$ cat src/rtl/fifo_pkg.sv
// Shared types and defaults for the parametrised synchronous FIFO.
package fifo_pkg;

    typedef enum logic {
        FIFO_REG  = 1'b0,
        FIFO_FWFT = 1'b1
    } fifo_mode_e;

    localparam int AE_THRESH_DEF = 2;
    localparam int AF_MARGIN_DEF = 2;

    function automatic int ptr_width(input int depth);
        return (depth > 1) ? $clog2(depth) : 1;
    endfunction

endpackage

$ cat src/rtl/fifo_mem.sv
// Simple dual-port RAM: synchronous write port, asynchronous read port.
module fifo_mem #(
    parameter int DEPTH      = 8,
    parameter int DATA_WIDTH = 8,
    parameter int AW         = 3
) (
    input  logic                  clk,
    input  logic                  we,
    input  logic [AW-1:0]         waddr,
    input  logic [DATA_WIDTH-1:0] wdata,
    input  logic [AW-1:0]         raddr,
    output logic [DATA_WIDTH-1:0] rdata
);

    logic [DATA_WIDTH-1:0] mem [DEPTH];

    always_ff @(posedge clk) begin
        if (we) begin
            mem[waddr] <= wdata;
        end
    end

    assign rdata = mem[raddr];

endmodule

$ cat src/rtl/fifo_param.sv
// Parametrised synchronous FIFO with registered or first-word-fall-through
// read, programmable almost flags, fill level and sticky error flags.
module fifo_param
    import fifo_pkg::*;
#(
    parameter int DEPTH      = 8,
    parameter int DATA_WIDTH = 8,
    parameter int FWFT       = 0,
    parameter int AF_THRESH  = DEPTH - AF_MARGIN_DEF,
    parameter int AE_THRESH  = AE_THRESH_DEF
) (
    input  logic                         clk,
    input  logic                         rst,
    input  logic                         clr,
    input  logic                         wren,
    input  logic [DATA_WIDTH-1:0]        i_data,
    input  logic                         rden,
    output logic [DATA_WIDTH-1:0]        o_data,
    output logic                         full,
    output logic                         empty,
    output logic                         almost_full,
    output logic                         almost_empty,
    output logic [ptr_width(DEPTH):0]    level,
    output logic                         overflow,
    output logic                         underflow
);

    localparam int PW = ptr_width(DEPTH);
    localparam int LW = PW + 1;
    localparam fifo_mode_e MODE = (FWFT != 0) ? FIFO_FWFT : FIFO_REG;
    localparam logic [LW-1:0] DEPTH_L = LW'(DEPTH);
    localparam logic [LW-1:0] AF_L    = LW'(AF_THRESH);
    localparam logic [LW-1:0] AE_L    = LW'(AE_THRESH);

    if (!(DEPTH >= 2 && (DEPTH & (DEPTH - 1)) == 0 &&
          AE_THRESH > 0 && AE_THRESH < AF_THRESH && AF_THRESH <= DEPTH)) begin : g_param_check
        $fatal(1, "fifo_param: DEPTH must be a power of two >= 2 and 0 < AE_THRESH < AF_THRESH <= DEPTH");
    end

    logic [PW-1:0]         wptr;
    logic [PW-1:0]         rptr;
    logic [LW-1:0]         count;
    logic [DATA_WIDTH-1:0] rdata;
    logic [DATA_WIDTH-1:0] dout_q;
    logic                  ovf_q;
    logic                  unf_q;
    logic                  rd_ok;
    logic                  wr_ok;
    logic                  mem_we;

    assign empty        = (count == '0);
    assign full         = (count == DEPTH_L);
    assign almost_full  = (count >= AF_L);
    assign almost_empty = (count <= AE_L);
    assign level        = count;
    assign overflow     = ovf_q;
    assign underflow    = unf_q;

    // A full FIFO still takes a write when a read frees a slot on the same edge.
    assign rd_ok  = rden & ~empty;
    assign wr_ok  = wren & (~full | rd_ok);
    assign mem_we = wr_ok & ~rst & ~clr;

    fifo_mem #(
        .DEPTH      (DEPTH),
        .DATA_WIDTH (DATA_WIDTH),
        .AW         (PW)
    ) u_mem (
        .clk   (clk),
        .we    (mem_we),
        .waddr (wptr),
        .wdata (i_data),
        .raddr (rptr),
        .rdata (rdata)
    );

    always_ff @(posedge clk) begin
        if (rst) begin
            wptr   <= '0;
            rptr   <= '0;
            count  <= '0;
            ovf_q  <= 1'b0;
            unf_q  <= 1'b0;
            dout_q <= '0;
        end else if (clr) begin
            wptr  <= '0;
            rptr  <= '0;
            count <= '0;
            ovf_q <= 1'b0;
            unf_q <= 1'b0;
        end else begin
            if (wr_ok) begin
                wptr <= wptr + PW'(1);
            end
            if (rd_ok) begin
                rptr   <= rptr + PW'(1);
                dout_q <= rdata;
            end
            if (wr_ok && !rd_ok) begin
                count <= count + LW'(1);
            end else if (rd_ok && !wr_ok) begin
                count <= count - LW'(1);
            end
            if (wren && !wr_ok) begin
                ovf_q <= 1'b1;
            end
            if (rden && empty) begin
                unf_q <= 1'b1;
            end
        end
    end

    // Fall-through presents the head entry directly; zero while empty.
    assign o_data = (MODE == FIFO_FWFT) ? (empty ? '0 : rdata) : dout_q;

endmodule
$ cat config.mk
export PLATFORM = sky130hd
export DESIGN_NAME = fifo_param
export DESIGN_NICKNAME = d
export VERILOG_FILES = /design/src/rtl/fifo_pkg.sv /design/src/rtl/fifo_mem.sv /design/src/rtl/fifo_param.sv
export SDC_FILE = /design/constraint.sdc
export NUM_CORES = 1
export LEC_CHECK = 0
export CAP_MARGIN = 20
export CELL_PAD_IN_SITES_DETAIL_PLACEMENT = 1
export CELL_PAD_IN_SITES_GLOBAL_PLACEMENT = 1
export CORE_ASPECT_RATIO = 0.9
export CORE_MARGIN = 1
export CORE_UTILIZATION = 25
export CTS_BUF_LIST = sky130_fd_sc_hd__clkbuf_2
export CTS_CLUSTER_SIZE = 20
export DETAILED_ROUTE_END_ITERATION = 8
export MAX_ROUTING_LAYER = met4
export PLACE_DENSITY = 0.58
export SLEW_MARGIN = 10
export SYNTH_ARGS = -nofsm -noshare
export SYNTH_HDL_FRONTEND = slang
export SYNTH_SLANG_ARGS = --single-unit
$ cat constraint.sdc
create_clock -name clk -period 2.6 [get_ports clk]
set_input_delay 0.39 -clock clk [delete_from_list [all_inputs] [get_ports clk]]
set_output_delay 0.39 -clock clk [all_outputs]
set_load 0.05 [all_outputs]
==> results.json <==
{
  "status": "complete, no violations",
  "crit_required_ps": 2210,
  "routed_wl_mm": 7.06,
  "synth.distinct_cells": 38,
  "regArea_sq_um": 2330,
  "yosysTopAreaCell": "edfxtp_1",
  "skew_ps": 34.6,
  "p_per_area_nw_per_um2": 652,
  "die_area_sq_um": 13900,
  "yosysMostFrequentCell": "edfxtp_1",
  "grt_pass1_vias": 1990,
  "synthesis.area_sq_um": 3350,
  "fin_crit_ps": 2480,
  "wl_met1_mm": 3.51,
  "synth_fa_ha_area_frac": 0.0247,
  "synthSimpleGateAreaFrac": 0.0833,
  "drive_gt1_frac": 0.277,
  "irDropWorstVdd_v": 0.000229,
  "path_max_fanout": 8,
  "synth_edf_count": 64,
  "grt_max_degree": 19,
  "cts.sinks": 84,
  "clock.fmax_ghz": 0.404,
  "ys_seq_area_frac": 0.694,
  "dr_wl_met2_mm": 3.30,
  "finalSetupViolations": 0,
  "fillers": 1370,
  "yosys-top-cells-count": "64 x edfxtp_1, 28 x nor2_1, 20 x dfxtp_1",
  "place.gp.congestion": 0.738,
  "cts_tree": "yes",
  "ys.warnings.count": 0,
  "drv_slew": 0,
  "vias_per_cell": 4.36,
  "h-tree-depth": 3,
  "track_usage": 0.115,
  "crit_slowest_cell": "clkdlybuf4s50_1",
  "cpPeakStageDelay_ps": 840,
  "synthMuxAreaShare": 0.111,
  "power.total_mw": 2.68,
  "synth-xor-area-share": 0.0179,
  "post_drt_wl_per_cell_um": 16.5,
  "worst-path-buf-inv": 2,
  "cp-end-kind": "primary output",
  "fin_crit_sh": 0.953,
  "synth.avg_cell_area_sq_um": 16.4,
  "grt_pass1_wl_mm": 11.2,
  "coreArea_sq_um": 12900,
  "tightest_slew_ps": 725,
  "hold_depth": 2,
  "fp.dieW_um": 124,
  "p_leak_nw": 1.35,
  "crit_path_cell_trace": "buf_4 -> a211oi_1 -> clkdlybuf4s50_1",
  "relSlewSlack": 0.516,
  "synth_top_area_frac": 0.574,
  "antenna_found_initial": 0,
  "num_antenna_cells": 0,
  "syn_to_final_growth_pct": 22.9,
  "synthTopCellsByArea": "edfxtp_1 57%, dfxtp_1 12%, mux4_2 11%, nor2_1 3.1%, ha_1 1.9%",
  "cp_top_family": "buffers and inverters",
  "cts_buffers": 9,
  "post-route-drc-count": 0,
  "gr-total-overflow": 0,
  "synth_ff_type": "edfxtp_1",
  "postSynthCellCount": 204,
  "syn_nets": 223,
  "ios": 31,
  "setup_tns_ps": 0,
  "r2r_cells": 10,
  "cp-start-kind": "flip-flop",
  "num_vias": 1864,
  "hpwl_mm": 4.81,
  "crit_cells": 3,
  "hold_viol": 0,
  "nets": 278,
  "synth_compound_area_frac": 0.0512,
  "critical_path_class": "reg -> out",
  "io_buffers": 30,
  "maxCapViolations": 0,
  "antenna_left": 0,
  "ctsRootBufferMaster": "clkbuf_2",
  "rsz0062_at_grt": "false",
  "cp.arrival_ps": 2090,
  "wl_met3_um": 147,
  "die_h_um": 112,
  "start_util": 0.260,
  "async_flop_share": 0,
  "clk_pin_slew_ps": 230,
  "num_rows": 39,
  "ys_ff_latch": 84,
  "hold_path_class": "reg -> reg",
  "cts_buffer_depth": 2,
  "clkLatencyLatePin_ps": 510,
  "drt-initial-drc-count": 98,
  "dr.pass1.iters": 4,
  "top_layer": "met4",
  "multi_input_area_sq_um": 985,
  "synth_top_family_by_area": "multiplexers"
}
## layout by cell type (no fill, tap or decap), types with 3 or more instances in the layout
master	instances
nor3_1	9
nand2_1	6
ha_1	4
inv_1	4
inv_6	3
mux4_2	16
clkbuf_2	10
edfxtp_1	64
nand3_2	3
dfxtp_2	3
a21oi_1	5
o22ai_1	8
nor2_1	28
buf_4	21
dfxtp_1	16
clkdlybuf4s50_1	28
xnor2_1	3
## kinds of logic (layout without fill, tap and decap cells)
logic type,Yosys count,count (layout)
AO/OA/AOI/OAI,22,22
XOR/XNOR,6,6
adder cells (fa/ha/maj),6,6
buffers and inverters,13,73
flip-flops,84,84
multiplexers,17,17
AND/OR/NAND/NOR,56,56
## registers in the layout, summed over array words and instances (netlist names)
signal	flops
level	4
rptr	3
o_data	8
u_mem.mem	64
overflow	1
wptr	3
underflow	1
## final cells by class
| cell class | count | share of cell area |
|---|---|---|
| multi-input cells | 107 | 0.239 |
| repair buffers | 51 | 0.111 |
| clock buffers | 10 | 0.0122 |
| inverters | 6 | 0.00547 |
| well taps | 164 | 0.0498 |
| flip-flops and latches | 84 | 0.566 |
| clock inverters | 6 | 0.0167 |
## repair_timing
action | CTS | global route
buffers inserted | 0 | 2
setup endpoints to repair | 2 | 1
endpoints found under the hold margin | 0 | 0
resized for setup | 2 | 4
hold buffers | 0 | 0
## worst paths after layout
path / start / to / slack (ps)
min reg2reg: overflow / overflow / 510
min: overflow / overflow / 510
max reg2reg: level[0] / level[3] / 180
max: level[1] / almost_empty / 120
## routing by layer
| layer | vias to the layer above | track usage |
|---|---|---|
| met2 | 24 | 0.173 |
| met4 | 0 | 0.0405 |
| met1 | 940 | 0.153 |
| met5 | - | - |
| li1 | 890 | - |
| met3 | 10 | 0.0231 |
## worst register-to-register path, delay by kind of cell, from the launching register on
| kind | cells | cell delay, ps |
|---|---|---|
| fa+ha+maj | 2 | 410 |
| simple gates | 2 | 720 |
| buf+inv | 2 | 190 |
| flops | 1 | 370 |
| compound gates | 4 | 690 |
## power breakdown
part | total, mW | switching, mW | internal [mW]
Sequential | 1.49 | 0.0187 | 1.47
Combinational | 0.498 | 0.301 | 0.197
Clock | 0.691 | 0.456 | 0.236
## metrics by stage
step / util / worst slack (ps) / cells / instance area (sq um) / hold WS [ps]
6_report: 0.320 / 122 / 428 / 4120 / 511
2_1_floorplan: - / 34.5 / 204 / 3350 / 489
4_1_cts: 0.317 / 17.3 / 426 / 4080 / 514
3_3_place_gp: 0.307 / 109 / 410 / 3960 / 464
5_1_grt: 0.320 / 22.0 / 428 / 4120 / 532
3_5_place_dp: 0.307 / 15.1 / 410 / 3960 / 477
Note: power is estimated with default switching activity, not from simulation.
